## src/rtl/iccm_prog_ctrl.sv

```systemverilog
// -----------------------------------------------------------------------------
// iccm_prog_ctrl
//
// Programming-side controller for the instruction memory (ICCM). A little-endian
// byte stream from the boot/UART receiver is packed into 32-bit words. Each
// completed word is written to the memory's programming port with a one-cycle
// write strobe. While programming is active the core/fabric is held off through
// prog_rst_no. A word equal to EndMarker ends programming and is never written;
// the memory is then handed back to the TL-UL path.
//
// Optional feature (compile-time macro): ICCM_PROG_TIMEOUT_EN
//   When defined, an idle-byte counter runs in PROG. After TimeoutCycles cycles
//   with no received byte, programming is abandoned: the partial word is
//   dropped, the block returns to RUN and err_o is set.
//   When undefined, PROG waits for bytes indefinitely.
//
// Parameters
//   AddrW         word address width of the programming port
//   EndMarker     assembled word that terminates programming
//   BootInProg    1: start in PROG out of reset, 0: start in RUN
//   TimeoutCycles idle-byte timeout in clk_i cycles (timeout build only)
//
// Ports
//   clk_i        clock
//   rst_ni       synchronous active-low reset
//   prog_req_i   one-cycle request to re-enter programming; honoured only in RUN
//   rx_byte_i    received program byte
//   rx_valid_i   rx_byte_i is valid for this cycle only (no backpressure)
//   we_o         programming write strobe, one cycle per word
//   addr_o       word address of the current write
//   wdata_o      assembled word
//   prog_rst_no  0: programming owns the memory and the core is held, 1: run
//   busy_o       1 while in PROG or WRITE
//   err_o        sticky error: address wrap, or timeout when enabled
//
// Handshake: the receiver side is a pure valid strobe. Every cycle with
// rx_valid_i=1 in PROG or WRITE transfers exactly one byte; there is no ready,
// so the controller must accept a byte in every such cycle, including the
// WRITE cycle. Bytes presented in RUN are dropped. The write side is a bare
// strobe: the memory takes addr_o/wdata_o in every cycle where we_o=1.
//
// State visibility: the FSM state is fully observable at the ports, since
// RUN <=> prog_rst_no=1, WRITE <=> we_o=1, PROG <=> busy_o=1 and we_o=0.
// -----------------------------------------------------------------------------
module iccm_prog_ctrl #(
  parameter int unsigned AddrW         = 12,
  parameter logic [31:0] EndMarker     = 32'h0000_0FFF,
  parameter logic        BootInProg    = 1'b1,
  parameter logic [23:0] TimeoutCycles = 24'd1_000_000
) (
  input  logic             clk_i,
  input  logic             rst_ni,
  input  logic             prog_req_i,
  input  logic [7:0]       rx_byte_i,
  input  logic             rx_valid_i,
  output logic             we_o,
  output logic [AddrW-1:0] addr_o,
  output logic [31:0]      wdata_o,
  output logic             prog_rst_no,
  output logic             busy_o,
  output logic             err_o
);

  typedef enum logic [1:0] {
    ST_RUN   = 2'd0,
    ST_PROG  = 2'd1,
    ST_WRITE = 2'd2
  } state_e;

  localparam state_e          ResetState = BootInProg ? ST_PROG : ST_RUN;
  localparam logic [AddrW-1:0] AddrMax   = {AddrW{1'b1}};

  state_e           state_q, state_d;
  logic [1:0]       cnt_q, cnt_d;
  // Only the first three bytes need storage; the fourth byte is taken
  // straight from rx_byte_i when the word completes.
  logic [23:0]      word_q, word_d;
  logic [31:0]      wdata_q, wdata_d;
  logic [AddrW-1:0] addr_q, addr_d;
  logic             err_q, err_d;
  logic             we_q, busy_q, run_q;
  logic [31:0]      full_word;

`ifdef ICCM_PROG_TIMEOUT_EN
  logic [23:0]      tmo_q, tmo_d;
`else
  logic             unused_tmo;
  assign unused_tmo = ^TimeoutCycles;
`endif

  assign full_word = {rx_byte_i, word_q};

  // ---------------------------------------------------------------------------
  // Next-state logic
  // ---------------------------------------------------------------------------
  always_comb begin
    state_d = state_q;
    cnt_d   = cnt_q;
    word_d  = word_q;
    wdata_d = wdata_q;
    addr_d  = addr_q;
    err_d   = err_q;
`ifdef ICCM_PROG_TIMEOUT_EN
    tmo_d   = '0;
`endif

    unique case (state_q)
      ST_RUN: begin
        if (prog_req_i) begin
          state_d = ST_PROG;
          addr_d  = '0;
          cnt_d   = '0;
          word_d  = '0;
          err_d   = 1'b0;
        end
      end

      ST_PROG, ST_WRITE: begin
        // The write strobe lasts one cycle; the address advances as it ends.
        if (state_q == ST_WRITE) begin
          state_d = ST_PROG;
          addr_d  = addr_q + AddrW'(1);
          if (addr_q == AddrMax) begin
            err_d = 1'b1;
          end
        end

        // Byte intake is shared by PROG and WRITE so that a byte arriving in
        // the WRITE cycle becomes byte 0 of the next word. The count is always
        // 0 in WRITE, so a word can only complete from PROG.
        if (rx_valid_i) begin
          if (cnt_q == 2'd3) begin
            cnt_d  = '0;
            word_d = '0;
            if (full_word == EndMarker) begin
              state_d = ST_RUN;
            end else begin
              state_d = ST_WRITE;
              wdata_d = full_word;
            end
          end else begin
            cnt_d = cnt_q + 2'd1;
            case (cnt_q)
              2'd0:    word_d[7:0]   = rx_byte_i;
              2'd1:    word_d[15:8]  = rx_byte_i;
              2'd2:    word_d[23:16] = rx_byte_i;
              default: word_d        = word_q;
            endcase
          end
        end

`ifdef ICCM_PROG_TIMEOUT_EN
        // Idle counter runs only in PROG and restarts on every byte.
        if (state_q == ST_PROG && !rx_valid_i) begin
          if (tmo_q == TimeoutCycles - 24'd1) begin
            state_d = ST_RUN;
            err_d   = 1'b1;
            cnt_d   = '0;
            word_d  = '0;
          end else begin
            tmo_d = tmo_q + 24'd1;
          end
        end
`endif
      end

      default: begin
        state_d = ResetState;
      end
    endcase
  end

  // ---------------------------------------------------------------------------
  // State and output registers
  // ---------------------------------------------------------------------------
  always_ff @(posedge clk_i) begin
    if (!rst_ni) begin
      state_q <= ResetState;
      cnt_q   <= '0;
      word_q  <= '0;
      wdata_q <= '0;
      addr_q  <= '0;
      err_q   <= 1'b0;
      we_q    <= 1'b0;
      busy_q  <= BootInProg;
      run_q   <= ~BootInProg;
`ifdef ICCM_PROG_TIMEOUT_EN
      tmo_q   <= '0;
`endif
    end else begin
      state_q <= state_d;
      cnt_q   <= cnt_d;
      word_q  <= word_d;
      wdata_q <= wdata_d;
      addr_q  <= addr_d;
      err_q   <= err_d;
      // State-decoded outputs are registered from the next state so they
      // change on the same edge as the state and never glitch.
      we_q    <= (state_d == ST_WRITE);
      busy_q  <= (state_d != ST_RUN);
      run_q   <= (state_d == ST_RUN);
`ifdef ICCM_PROG_TIMEOUT_EN
      tmo_q   <= tmo_d;
`endif
    end
  end

  assign we_o        = we_q;
  assign addr_o      = addr_q;
  assign wdata_o     = wdata_q;
  assign prog_rst_no = run_q;
  assign busy_o      = busy_q;
  assign err_o       = err_q;

endmodule

```

## config.mk

```make
export PLATFORM = sky130hd
export DESIGN_NAME = iccm_prog_ctrl
export DESIGN_NICKNAME = d
export VERILOG_FILES = /design/src/rtl/iccm_prog_ctrl.sv
export SDC_FILE = /design/constraint.sdc
export NUM_CORES = 1
export LEC_CHECK = 0
export ABC_AREA = 0
export CORE_MARGIN = 2
export CORE_UTILIZATION = 50
export CTS_CLUSTER_DIAMETER = 120
export DETAILED_ROUTE_END_ITERATION = 10
export PLACE_DENSITY = 0.76
export SLEW_MARGIN = 20
export SYNTH_ARGS = -nofsm -noshare
export SYNTH_HDL_FRONTEND = slang
export SYNTH_SLANG_ARGS = --single-unit
```

## constraint.sdc

```tcl
create_clock -name clk_i -period 2.8 [get_ports clk_i]
set_input_delay 0.7 -clock clk_i [delete_from_list [all_inputs] [get_ports clk_i]]
set_output_delay 0.7 -clock clk_i [all_outputs]
set_load 0.02 [all_outputs]
```

==> flow_metrics.tcl <==
set metrics [dict create \
    status "completed" \
    layout_min_cycle_time_ns 2.28 \
    slew_viol_final 0 \
    start_util_pct 51.3 \
    ctsHtreeMaxLevel 3 \
    fin_skew_ns 0.0140 \
    vias 2707 \
    fin_util_pct 63.9 \
    dp_cells 496 \
    busiest_layer "met2" \
    grt_setup_unrepaired "no" \
    cts_hold_buf 0 \
    grt_pass1_wl_mm 11.7 \
    cp_data_arrival_time_ns 2.56 \
    io_pins 60 \
    die_w_um 87.3 \
    antenna_cells 0 \
    cts_root_buf "clkbuf_8" \
    p_leak_nw 1.45 \
    cp_slowest_stage_delay_ns 0.73 \
    clock_latency_ns 0.36 \
    cts_tree "built" \
    met2_usage_pct 29.3 \
    synthesis.nets 391 \
    totalWireLength_mm 7.07 \
    antenna_found_initial 0 \
    cp_max_fo 6 \
    drive_above_1_share_pct 7.41 \
    drc_errors 0 \
    cts_sinks 76 \
    stdcell_area_um2 4320 \
    overflow 0 \
    portBuffers 59 \
    hpwlAfterDp_mm 4.95 \
    synth-seq-area-share_pct 43.9 \
    crit_path_cell_trace "inv_1 > ha_1 > mux2i_1 > or4b_2 > or3_1 > a21oi_1" \
    final_antenna_net_count 0 \
    fill_cells 567 \
    cts_resized 0 \
    grtUsageMet1_pct 27.4 \
    crit_path_start_kind "flop" \
    powerDensity_nw_per_um2 534 \
    clock_power_share_pct 39.8 \
    die-area_um2 7620 \
    final_cells 512 \
    worstSetupPathType "flop to flop" \
    r2r-start "state_q[1]" \
    fmax_ghz 0.439 \
    drv_cap 0 \
    reg2reg_slack_ns 0.52 \
    whs_ns 0.461 \
    layout_worst_path_cycle_share_pct 81.4 \
    layout.nets 449 \
    power_switching_mw 0.573 \
    gp_congestion 0.834 \
    fp.dieH_um 87.3 \
    synth_area_um2 3470 \
    switching_share_pct 24.8 \
    combPwrFrac_pct 10.5 \
    grt_usage_pct 19.5 \
    synth.distinct_cells 40 \
    grt_max_degree 54 \
    numCtsBuffers 9 \
    use_met3_pct 3.41 \
    hold_viol_final 0 \
    slowest_stage "or4b_2" \
    drt-initial-drc-count 126 \
    cp_top_family "simple AND/OR/NAND/NOR gates" \
    cts_max_path_buffers 2 \
    syn_inst 369 \
    endpoint_kind "flop" \
    drt_first_pass_iters 4 \
    placement.cell_area_um2 4100 \
    avgSynthCellArea_um2 9.40 \
    syn_to_final_growth_pct 24.5 \
    hp-class "flop to flop" \
    cts_setup_buffers 0 \
    vias_per_cell 5.29 \
    crit_required_ns 3.08 \
    synth_seq_cells 76 \
    fin_setup_tns_ns 0 \
    ir_drop_uv 284 \
    coreArea_um2 6760 \
    crit_path_end "addr_o[8]" \
    yosysWarnings 0 \
    seq_power_share_pct 49.7 \
    ff2ff_path_depth 6 \
    final-setup-viol-count 0 \
    r2r-end "addr_o[8]" \
    worstPathBufferInverterCount 1 \
    startpoint "state_q[1]" \
    row_count 30 \
    maxSlewHeadroom_pct 52.8 \
    worst_slew_pin_slew_ns 0.704 \
    grt_pass1_vias 2499 \
    internal-power_mw 1.73 \
    cp.depth 6 \
    clkTransAtPathRegs_ns 0.08 \
    wl_per_cell_um 13.8 \
]
[metrics by stage]
stage / worst slack [ns] / power, mW
detailed placement: 0.216 / 1.41
CTS: 0.529 / 2.32
global route: 0.350 / 2.39
global placement: 0.231 / 1.41
finish: 0.521 / 2.31
floorplan: 0.564 / 1.34
[logic make-up (layout without fill, tap and decap cells)]
logic type | count (synthesis) | in the layout | share of synthesized area (%)
muxes | 58 | 58 | 16.7
xor gates and xnor gates | 1 | 1 | 0.253
DFF | 76 | 76 | 43.9
AOI/OAI and AO/OA | 41 | 41 | 7.61
and+or+nand+nor | 157 | 157 | 23.5
adders and majority gates | 10 | 10 | 3.61
buffers and inverters | 26 | 89 | 4.44
[routing by layer]
| metal | vias up | share of wire (%) | routed length [um] |
|---|---|---|---|
| li1 | 1379 | - | - |
| met1 | 1259 | 50 | 3530 |
| met2 | 58 | 45 | 3150 |
| met3 | 11 | 4.2 | 294 |
| met4 | 0 | 1.3 | 91 |
| met5 | - | 0 | 0 |
[cell type report]
class | instances | area [um^2] | share of cell area (%)
Clock buffer | 10 | 128 | 2.96
Sequential cell | 76 | 1520 | 35.2
Timing Repair Buffer | 68 | 666 | 15.4
Multi-Input combinational cell | 267 | 1790 | 41.6
Tap cell | 80 | 100 | 2.32
Inverter | 5 | 18.8 | 0.435
Clock inverter | 6 | 88.8 | 2.06
[Yosys cell counts, drive strengths merged]
cell type / number / share of area (%)
nor4b: 2 / 0.51
dfxtp: 76 / 44
a22oi: 2 / 0.43
xor2: 1 / 0.25
nor3: 1 / 0.14
nor2b: 29 / 5.2
nand2: 79 / 8.5
clkbuf: 17 / 1.8
nand4b: 2 / 0.51
o21ai: 13 / 1.9
nand2b: 4 / 0.72
a211oi: 2 / 0.72
buf: 4 / 2.1
mux2i: 58 / 17
a21oi: 11 / 1.7
and2: 9 / 1.6
o22ai: 2 / 0.36
nand4: 4 / 0.72
o2111a: 1 / 0.32
ha: 10 / 3.6
o31ai: 4 / 0.87
nand3b: 2 / 0.43
and3: 1 / 0.18
or4: 5 / 1.2
or4b: 2 / 0.58
nor3b: 2 / 0.58
or3: 5 / 0.90
inv: 5 / 0.54
nand4bb: 1 / 0.32
o2111ai: 1 / 0.25
a21boi: 5 / 1.1
nand3: 1 / 0.14
nor2: 4 / 0.43
nor4: 4 / 0.72
[how the worst min path moves through the flow]
stage                     start          end  slack (ns)  cells past startpoint
floorplan            word_q[18]  wdata_o[18]        0.45                      2
global placement    wdata_o[20]  wdata_o[20]        0.44                      2
detailed placement  wdata_o[17]  wdata_o[17]        0.45                      2
CTS                  wdata_o[4]   wdata_o[4]        0.46                      2
global route         wdata_o[9]   wdata_o[9]        0.48                      2
finish               wdata_o[2]   wdata_o[2]        0.46                      2
[cell usage in the layout, fill, tap and decap left out, types with 2 or more instances in the layout]
master and instances:
a211oi_2 2, a21boi_0 5, a21oi_1 10, a22oi_1 2, and2_1 9, buf_4 8, bufinv_16 2, clkbuf_8 9
clkdlybuf4s50_1 58, clkinvlp_4 2, dfxtp_1 76, ha_1 10, inv_1 5, mux2i_1 58, nand2_1 79, nand2b_1 4
nand3b_1 2, nand4_1 4, nand4b_1 2, nor2_1 4, nor2b_1 29, nor4_1 4, nor4b_1 2, o21ai_0 12
o22ai_1 2, o31ai_1 4, or3_1 5, or4_1 4
[sequential cells by signal, summed over array words and instances (netlist names)]
name / count
prog_rst_no: 1
word_q: 24
wdata_o: 32
err_o: 1
addr_o: 12
state_q: 2
we_o: 1
busy_o: 1
cnt_q: 2
[tightest hold or removal path: stages (launching register included)]
cell and delay [ns]:
dfxtp_1 0.31, nand2_1 0.05, mux2i_1 0.05
[power groups by stage]
stage | clock network [mW] | registers, mW | logic (mW)
6_report | 0.917 | 1.15 | 0.243
5_1_grt | 0.971 | 1.15 | 0.267
4_1_cts | 0.929 | 1.15 | 0.244
3_5_place_dp | 0 | 1.17 | 0.243
3_3_place_gp | 0 | 1.17 | 0.239
2_1_floorplan | 0 | 1.17 | 0.171
(Power assumes the default switching activity.)
